[config.mk]
export PLATFORM = sky130hd
export DESIGN_NAME = array_18_ctrl
export DESIGN_NICKNAME = d
export VERILOG_FILES = /design/src/rtl/array_18_ctrl.sv
export SDC_FILE = /design/constraint.sdc
export NUM_CORES = 1
export LEC_CHECK = 0
export BUFFER_PORTS_ARGS = -buffer_cell sky130_fd_sc_hd__buf_2
export CORE_AREA = 8 8 264 266
export CTS_CLUSTER_DIAMETER = 40
export DETAILED_ROUTE_END_ITERATION = 8
export DIE_AREA = 0 0 272 274
export GPL_ROUTABILITY_DRIVEN = 0
export PLACE_DENSITY_LB_ADDON = 0.2
export SYNTH_ARGS = -nofsm -noshare
export SYNTH_HDL_FRONTEND = slang
export SYNTH_SLANG_ARGS = --single-unit
[constraint.sdc]
create_clock -name clock -period 17.9 [get_ports clock]
set_input_delay 3.58 -clock clock [delete_from_list [all_inputs] [get_ports clock]]
set_output_delay 3.58 -clock clock [all_outputs]
set_load 0.02 [all_outputs]
[src/rtl/array_18_ctrl.sv]
// array_18_ctrl: sole access controller for a 4096x160 lane-masked SRAM (RW0).
// Ports: clock/reset_n, req_* (valid/ready request in), resp_* (read data out), init_done, RW0_* (macro).
module array_18_ctrl #(
  parameter int ADDR_W        = 12,
  parameter int LANES         = 10,
  parameter int LANE_W        = 16,
  parameter int RESP_DEPTH    = 2,
  parameter int INIT_ON_RESET = 1
) (
  input  logic                      clock,
  input  logic                      reset_n,
  input  logic                      req_valid,
  output logic                      req_ready,
  input  logic                      req_write,
  input  logic [ADDR_W-1:0]         req_addr,
  input  logic [LANES-1:0]          req_wmask,
  input  logic [LANES*LANE_W-1:0]   req_wdata,
  output logic                      resp_valid,
  input  logic                      resp_ready,
  output logic [LANES*LANE_W-1:0]   resp_data,
  output logic                      init_done,
  output logic [ADDR_W-1:0]         RW0_addr,
  output logic                      RW0_en,
  output logic                      RW0_wmode,
  output logic [LANES-1:0]          RW0_wmask,
  output logic [LANES*LANE_W-1:0]   RW0_wdata,
  input  logic [LANES*LANE_W-1:0]   RW0_rdata
);

  localparam int DW = LANES * LANE_W;
  localparam int PW = (RESP_DEPTH > 1) ? $clog2(RESP_DEPTH) : 1;
  localparam int OW = $clog2(RESP_DEPTH + 2) + 1;

  typedef enum logic {
    S_INIT,
    S_RUN
  } state_t;

  state_t            r_state;
  logic [ADDR_W-1:0] r_cnt;
  logic              r_done;
  logic              r_inflight;
  logic [PW-1:0]     r_rd;
  logic [PW-1:0]     r_wr;
  logic [OW-1:0]     r_occ;
  logic [DW-1:0]     r_q [RESP_DEPTH];

  logic              w_sweep;
  logic              w_acc;
  logic              w_pop;
  logic              w_push;
  logic [OW-1:0]     w_used;
  logic [OW-1:0]     w_lim;

  function automatic logic [PW-1:0] f_nxt(input logic [PW-1:0] p);
    return (p == PW'(RESP_DEPTH - 1)) ? '0 : p + 1'b1;
  endfunction

  // The inflight read already owns a queue slot, so it counts
  // against capacity; a same-cycle pop frees one.
  always_comb begin
    w_sweep    = reset_n && (r_state == S_INIT);
    resp_valid = reset_n && (r_occ != '0);
    resp_data  = r_q[r_rd];
    w_pop      = resp_valid && resp_ready;
    w_push     = r_inflight;
    w_used     = r_occ + OW'(r_inflight);
    w_lim      = OW'(RESP_DEPTH) + OW'(w_pop);
    req_ready  = reset_n && r_done && (w_used < w_lim);
    w_acc      = req_valid && req_ready;
    init_done  = reset_n && r_done;
  end

  always_comb begin
    RW0_en    = 1'b0;
    RW0_wmode = 1'b0;
    RW0_addr  = '0;
    RW0_wmask = '0;
    RW0_wdata = '0;
    unique case (1'b1)
      w_sweep: begin
        RW0_en    = 1'b1;
        RW0_wmode = 1'b1;
        RW0_addr  = r_cnt;
        RW0_wmask = '1;
      end
      w_acc: begin
        RW0_en    = 1'b1;
        RW0_wmode = req_write;
        RW0_addr  = req_addr;
        RW0_wmask = req_wmask;
        RW0_wdata = req_wdata;
      end
      default: ;
    endcase
  end

  always_ff @(posedge clock) begin
    if (!reset_n) begin
      r_state    <= (INIT_ON_RESET != 0) ? S_INIT : S_RUN;
      r_cnt      <= '0;
      r_done     <= 1'b0;
      r_inflight <= 1'b0;
      r_rd       <= '0;
      r_wr       <= '0;
      r_occ      <= '0;
    end else begin
      unique case (r_state)
        S_INIT: begin
          r_cnt <= r_cnt + 1'b1;
          if (r_cnt == '1) begin
            r_state <= S_RUN;
            r_done  <= 1'b1;
          end
        end
        S_RUN: r_done <= 1'b1;
        default: r_state <= S_RUN;
      endcase
      r_inflight <= w_acc && !req_write;
      if (w_push) r_wr <= f_nxt(r_wr);
      if (w_pop)  r_rd <= f_nxt(r_rd);
      unique case ({w_push, w_pop})
        2'b10:   r_occ <= r_occ + 1'b1;
        2'b01:   r_occ <= r_occ - 1'b1;
        default: r_occ <= r_occ;
      endcase
    end
  end

  // Read data is only valid the cycle after the read enable.
  always_ff @(posedge clock) begin
    if (reset_n && r_inflight) r_q[r_wr] <= RW0_rdata;
  end

endmodule
# Yosys cells after proc, flatten, opt, wreduce, memory -nomap -nowiden
# Memory sizes are Yosys's and may differ from the RTL's. A register that Yosys moved wholly into a read port is not among the register bits.
# Index checks and enable logic that the tools add are counted.
# word_totals
elab_cells,49
register_bits,20
mem_count,1
inputBits,347
mem_bits_rw,320
# memory_table
memory,words,word_bits,rd,rd_ports_with_merged_regs,wr,line,source
r_q,2,160,1,1,1,46,logic [DW-1:0] r_q [RESP_DEPTH];
# classes
n_addsub,7
n_eq_ne,4
n_bitwise,1
n_reduce_logical,12
muxes,16
order_cmp,1
# ops
operator,count
160-bit 2-to-1 mux,1
12-bit case mux with 2 select lines,1
10-bit case mux with 2 select lines,1
"12-bit by 1-bit adder with 12-bit output, second input constant",1
"12-bit equality test, second input constant",1
1-bit 2-to-1 mux,10
1-bit logical AND,8
3-bit case mux with 2 select lines,1
1-bit case mux with 2 select lines,2
"2-bit by 1-bit adder with 3-bit output, first input constant",1
3-bit by 1-bit adder with 3-bit output,1
"3-bit by 1-bit adder with 3-bit output, second input constant",1
3-bit < comparator,1
3-bit nonzero test,1
"3-bit by 1-bit subtractor with 3-bit output, second input constant",1
"1-bit adder, second input constant",2
"2-bit by 1-bit equality test with 1-bit output, second input constant",1
"2-bit equality test, second input constant",1
"2-bit by 1-bit != test with 1-bit output, second input constant",1
2-bit nonzero test,1
2-bit OR reduction,1
1-bit logical NOT,1
1-bit NOT,1

# Longest topological paths before layout
# Gate-level depths: netlist of the first run.
# logic_depth
ltp_word,9
mapped_depth,8
mapped_depth_nobuf,8

# Worst setup path before layout of the first run
# Ideal clock, no wire load.
# synth_timing
path_type,input -> register
startpoint,in reset_n
endpoint,"mem r_q[0][0] (netlist bit), enable pin"
path_slack_ns,2.251
arrival_time_ns,14.772
cell_stages,3
n_path_buf,1
setup_ns,0.876
t_required_ns,17.024
cell_sequence,buf_2 clkinv_1 nor3_1
# synth_between
elab_chain_len,3
# synth_lines
element,line,source
start: declaration,11,"input logic reset_n,"
1-bit logical AND,132,if (reset_n && r_inflight) r_q[r_wr] <= RW0_rdata;
1-bit 2-to-1 mux,132,
1-bit 2-to-1 mux (not written as such),132,
end: declaration,46,
# Every way passes these cells.

# Final worst setup path of the first run
# layout_timing
startpoint,in reset_n
endpoint,out RW0_wdata[17]
# layout_between
elab_chain_len,7
elab_cells_between_ends,8
# layout_lines
element,line,source
1-bit logical AND,63,resp_valid = reset_n && (r_occ != '0);
1-bit logical AND,65,w_pop = resp_valid && resp_ready;
2-bit by 1-bit adder with 3-bit output,68,w_lim = OW'(RESP_DEPTH) + OW'(w_pop);
3-bit < comparator,69,req_ready = reset_n && r_done && (w_used < w_lim);
1-bit logical AND *,69,
1-bit logical AND *,70,w_acc = req_valid && req_ready;
160-bit 2-to-1 mux *,80,unique case (1'b1)
end: declaration,26,"output logic [LANES*LANE_W-1:0] RW0_wdata,"
# Mark *: on every way between the ends. The rest lies on a longest branch, timed or not.

==> results.py, run 1 <==
metrics = {
    "place": {
        "port-buffer-count": 693,
        "place_ws_ps": 7110,
        "place_hpwl_mm": 43.9,
        "placed_cells": 2374,
    },
    "timing": {
        "slew_viol_final": 0,
        "maxSlewHeadroom": 0.215,
        "setup_violations": 0,
        "rsz0062_at_grt": "no",
        "maxClockFrequency_mhz": 91.9,
        "timing.final.crit_period_ps": 10880,
        "clock_skew_ps": 24.9,
        "worstMarginPinSlew_ps": 1170,
        "final_hold_viol_count": 0,
        "post-route-worst-setup-slack_ps": 7020,
        "fin_tns_setup_ps": 0,
        "period_share": 0.608,
    },
    "clocking": {
        "cts_buffer_depth": 3,
        "cts_root_buf": "clkbuf_16",
        "path_clk_slew_ps": 50,
        "postCtsSetupBuffers": 0,
        "ctsHtreeMaxLevel": 2,
        "numCtsBuffers": 59,
        "cts_tree": "yes",
        "cts.repair.resized": 0,
        "ctsHoldBuffers": 0,
        "clock-sinks": 341,
        "clk_latency_ps": 580,
    },
    "power": {
        "powerDensity_mw_per_mm2": 97.1,
        "leakagePower_nw": 8.29,
        "vdd_drop_max_mv": 0.0742,
    },
    "global_routing": {
        "gr-total-overflow": 0,
        "grt.total_usage": 0.143,
        "antenna_found_initial": 55,
        "grt_pass1_vias": 11420,
        "grt_pass1_wl_mm": 79.7,
        "grt_max_degree": 118,
    },
    "critical_path": {
        "worstSetupEndpoint": "RW0_wdata[17]",
        "r2r-end": "r_inflight",
        "critPathLaunchType": "primary input",
        "slowest_stage": "nand3_4",
        "end_kind": "primary output",
        "r2r_setup_slack_ps": 14790,
        "rr_startpoint": "r_inflight",
        "r2r_cells": 5,
        "startpoint": "reset_n",
        "path_cells": "buf_2 > and2_1 > nand3_4 > buf_4 > buf_4 > nor3b_1 > buf_2",
        "crit_type": "primary input to primary output",
        "crit_required_ps": 14320,
        "critPathMaxFanout": 71,
        "arrival_ps": 7300,
        "max_stage_delay_ps": 910,
    },
    "logic_synthesis": {
        "async_flop_share": 0,
        "seq_area_frac_synth": 0.667,
        "yosys_register_bits": 341,
        "ys.flop_type": "edfxtp_1",
        "syn_avg_cell_area_um2": 17.2,
        "ys_warn_count": 0,
        "synth_cell_type_count": 38,
        "netlist_area_mm2": 0.0150,
        "syn_inst": 875,
        "synthTopCellsByArea": "edfxtp_1 (64%), mux2_2 (12%), nor3b_2 (12%), dfxtp_1 (2.8%), buf_6 (1.2%)",
        "synth_largest_area_cell": "edfxtp_1",
        "synth_edf_count": 320,
        "synth_top_area_frac": 0.639,
        "synth.net_count": 1227,
    },
    "routing": {
        "via_per_inst": 4.25,
        "via_count": 10650,
        "drtAntennaViolNets": 0,
        "routed_wl_mm": 57.1,
        "drc": 0,
        "drtPass1Iterations": 4,
        "post_drt_wl_per_cell_um": 22.8,
        "drtIter0Drc": 626,
    },
    "layout": {
        "stdcell_count": 2505,
        "syn_to_final_growth_pct": 42.5,
        "drive_above_1_share": 0.687,
        "regArea_mm2": 0.0100,
        "multi_input_area_mm2": 0.00457,
        "post-route-util": 0.328,
        "n_fill_cell": 6593,
        "nets": 1923,
    },
    "floorplan": {
        "dieWidth_um": 272,
        "ios": 694,
        "start_util": 0.230,
        "coreArea_mm2": 0.0653,
        "die_area_mm2": 0.0745,
        "rows": 94,
        "dieHeight_um": 274,
    },
    "run_status": {
        "status": "complete, no violations",
    },
    "flow_run": {
        "maxCapViolations": 0,
    },
    "hold_path": {
        "hp-class": "register to register",
    },
}
## flip-flops by register name (all words and copies together), names as in the netlist, named ones only
name,cells
r_q,320
r_inflight,1
r_state,1
r_rd,1
r_cnt,12
r_wr,1
r_done,1
r_occ,3
## kinds of logic after synthesis
family                   share of synthesized area
XOR/XNOR                                   0.00525
AND/OR/NAND/NOR                              0.154
flip-flops                                   0.667
multiplexers                                 0.122
adder cells (fa/ha/maj)                    0.00466
buffers and inverters                       0.0306
AO/OA/AOI/OAI                               0.0160
## cells in the mapped netlist (7+ instances only)
master,number
dfxtp_1,21
clkbuf_1,16
nor2_1,13
buf_2,34
o21ai_0,25
edfxtp_1,320
nand2_1,16
mux2_2,160
nor3b_2,140
a21oi_1,7
nand4_1,22
nor3b_1,20
inv_1,9
buf_6,16
## layout by cell type, fill, tap and decap left out, types with 2 or more instances in the layout
master,n
inv_6,13
o21ai_0,25
buf_2,693
nor3b_2,140
nor3b_1,20
clkinvlp_4,7
bufinv_16,6
o32ai_1,2
nand4b_1,2
nand4_1,22
inv_8,7
a21oi_1,7
nor2b_1,2
mux2i_1,3
inv_1,9
xor2_1,5
xnor2_1,3
dfxtp_1,20
nor4_1,4
clkinv_4,7
nand3b_1,2
clkbuf_16,60
o31ai_1,3
ha_1,4
edfxtp_1,320
clkbuf_1,3
mux2_2,160
clkinv_2,2
buf_4,10
nand2b_1,3
or4_1,3
diode_2,19
nor2_1,13
clkinv_1,6
nand3_1,2
nand2_1,16
or3_1,3
## power breakdown
part	total, W	internal (W)	switching [W]
registers	0.000873	0.000872	0.000000875
logic	0.0000619	0.0000352	0.0000267
clock network	0.00115	0.000719	0.000426
## cell type report
class / instances / area share
Clock buffer: 63 / 0.0706
Inverter: 10 / 0.00175
Clock inverter: 49 / 0.0262
Multi-Input combinational cell: 455 / 0.214
Antenna cell: 19 / 0.00222
Timing Repair Buffer: 704 / 0.166
Tap cell: 864 / 0.0505
Sequential cell: 341 / 0.469
## worst min-delay path by stage
stage,from,end,slack (ps),cells past startpoint
6_report,r_done,r_done,470,1
5_1_grt,r_done,r_done,490,1
4_1_cts,r_done,r_done,480,1
3_5_place_dp,r_done,r_done,470,1
3_3_place_gp,r_done,r_done,470,1
2_1_floorplan,r_done,r_done,440,1
## routing by layer
layer / vias up / GRT usage / share of wire
li1: 4819 / - / -
met1: 5094 / 0.134 / 0.32
met2: 558 / 0.263 / 0.53
met3: 145 / 0.0765 / 0.12
met4: 34 / 0.0523 / 0.030
met5: - / 0 / 0.0038
## critical path: cells and delay by family
kind | cells | cell delay (ps)
AND/OR/NAND/NOR | 3 | 2060
buffers and inverters | 4 | 1570
## per-stage QoR
step,instance area [um2],hold slack [ps],total power (W)
final,21400,474,0.00208
after CTS,21400,478,0.00211
after global routing,21400,487,0.00215
after detailed placement,19300,465,0.000951
after global placement,19300,472,0.000950
after floorplan,15000,445,0.000902
(Power assumes the default switching activity.)
==> run 2, diff against run 1 <==
- clock period: 17.9 -> 9.85 ns (I/O delays scaled with it)
==> run 2 against run 1 <==
Net effect: cell area decreased by 1.1%; power increased by 71%; final cell count decreased by 0.28%; via count decreased by 0.42%; routed wire length increased by 0.14%; global-route usage increased by 0.064 points; clock skew decreased by 12 ps.
==> results.py, run 2 (synthesized netlist as in run 1, its figures left out) <==
metrics = {
    "routing": {
        "via_count": 10605,
        "routed_wl_mm": 57.2,
        "drtAntennaViolNets": 0,
        "drtIter0Drc": 627,
        "drtPass1Iterations": 6,
        "drc": 0,
        "via_per_inst": 4.25,
        "post_drt_wl_per_cell_um": 22.9,
    },
    "run_status": {
        "status": "complete, no violations",
    },
    "floorplan": {
        "rows": 94,
        "dieHeight_um": 274,
        "dieWidth_um": 272,
        "die_area_mm2": 0.0745,
        "ios": 694,
        "start_util": 0.230,
        "coreArea_mm2": 0.0653,
    },
    "global_routing": {
        "antenna_found_initial": 67,
        "grt.busiest_layer": "met2",
        "grt.total_usage": 0.144,
        "gr-total-overflow": 0,
        "grt_pass1_wl_mm": 79.0,
        "grt_max_degree": 160,
        "grtUsageMet1": 0.134,
        "met2_usage": 0.257,
        "grt_pass1_vias": 11109,
        "grt_use_met3": 0.0726,
    },
    "timing": {
        "slew_viol_final": 0,
        "post-route-worst-setup-slack_ps": 2730,
        "clock_skew_ps": 12.6,
        "timing.final.crit_period_ps": 7120,
        "rsz0062_at_grt": "no",
        "maxClockFrequency_mhz": 140,
        "fin_tns_setup_ps": 0,
        "period_share": 0.723,
        "maxSlewHeadroom": 0.232,
        "worstMarginPinSlew_ps": 1150,
        "setup_violations": 0,
        "final_hold_viol_count": 0,
    },
    "layout": {
        "mostFrequentLayoutCell": "buf_2",
        "top_regs": "r_q: 320 flops, r_cnt: 12 flops, r_occ: 3 flops",
        "n_fill_cell": 6553,
        "multi_input_area_mm2": 0.00458,
        "largest_register_ff_count": 320,
        "drive_above_1_share": 0.685,
        "top_register": "r_q",
        "mostFrequentLayoutCells": "buf_2 (693), edfxtp_1 (320), mux2_2 (160)",
        "regArea_mm2": 0.0100,
        "syn_to_final_growth_pct": 40.9,
        "nets": 1916,
    },
    "clocking": {
        "clk_latency_ps": 570,
        "ctsHtreeMaxLevel": 2,
        "ctsHoldBuffers": 0,
        "cts_root_buf": "clkbuf_16",
        "numCtsBuffers": 54,
        "path_clk_slew_ps": 50,
        "clock-sinks": 341,
        "postCtsSetupBuffers": 0,
        "cts.repair.resized": 0,
        "cts_buffer_depth": 3,
        "cts_tree": "yes",
    },
    "power": {
        "vdd_drop_max_mv": 0.125,
        "powerDensity_mw_per_mm2": 168,
        "leakagePower_nw": 8.17,
    },
    "place": {
        "place_hpwl_mm": 44.4,
        "place_ws_ps": 2880,
        "port-buffer-count": 693,
    },
    "critical_path": {
        "arrival_ps": 5150,
        "crit_required_ps": 7880,
        "critPathLaunchType": "primary input",
        "crit_type": "primary input to primary output",
        "end_kind": "primary output",
        "critPathMaxFanout": 118,
    },
    "hold_path": {
        "hp-class": "register to register",
    },
    "flow_run": {
        "maxCapViolations": 0,
    },
}
## run 2: path summary, 6_finish.rpt
check                              start            end  slack, ps  cells past startpoint
worst min register to register    r_done         r_done        480                      1
worst min-delay path              r_done         r_done        480                      1
worst max register to register  r_occ[0]     r_inflight       7080                      6
worst max-delay path             reset_n  RW0_wdata[15]       2730                      6
## run 2: stage by stage
stage                     power (W)  instances  hold slack [ps]  instance area (um2)   util
after floorplan             0.00164        875              445                15000      -
final                       0.00355       2498              477                21200  0.324
after detailed placement    0.00173       2372              464                19300  0.296
after CTS                   0.00362       2473              475                21100  0.324
after global placement      0.00172       2372              458                19300  0.296
after global routing        0.00368       2493              517                21200  0.324
## run 2: area by class of cell
type | instances | share of cell area
flip-flops and latches | 341 | 0.474
multi-input cells | 455 | 0.216
repair buffers | 702 | 0.169
clock buffers | 57 | 0.0643
well taps | 864 | 0.0510
clock inverters | 44 | 0.0212
diodes | 25 | 0.00295
inverters | 10 | 0.00177
## run 2: power by group
group	total [W]	internal [W]	switching [W]
registers	0.00159	0.00158	0.00000149
logic	0.000109	0.0000640	0.0000447
clock network	0.00186	0.00116	0.000701
total	0.00355	0.00280	0.000747
## run 2: critical path, cell delays in order
cell and delay [ps]:
buf_2 290, and2_1 760, nand3_4 770, buf_12 470, nor3b_1 400, buf_2 230
## run 2: metal layers
layer,routed length (um),vias up
met1,18300,5067
met2,29900,539
met5,150,-
met4,2380,24
li1,-,4825
met3,6510,150
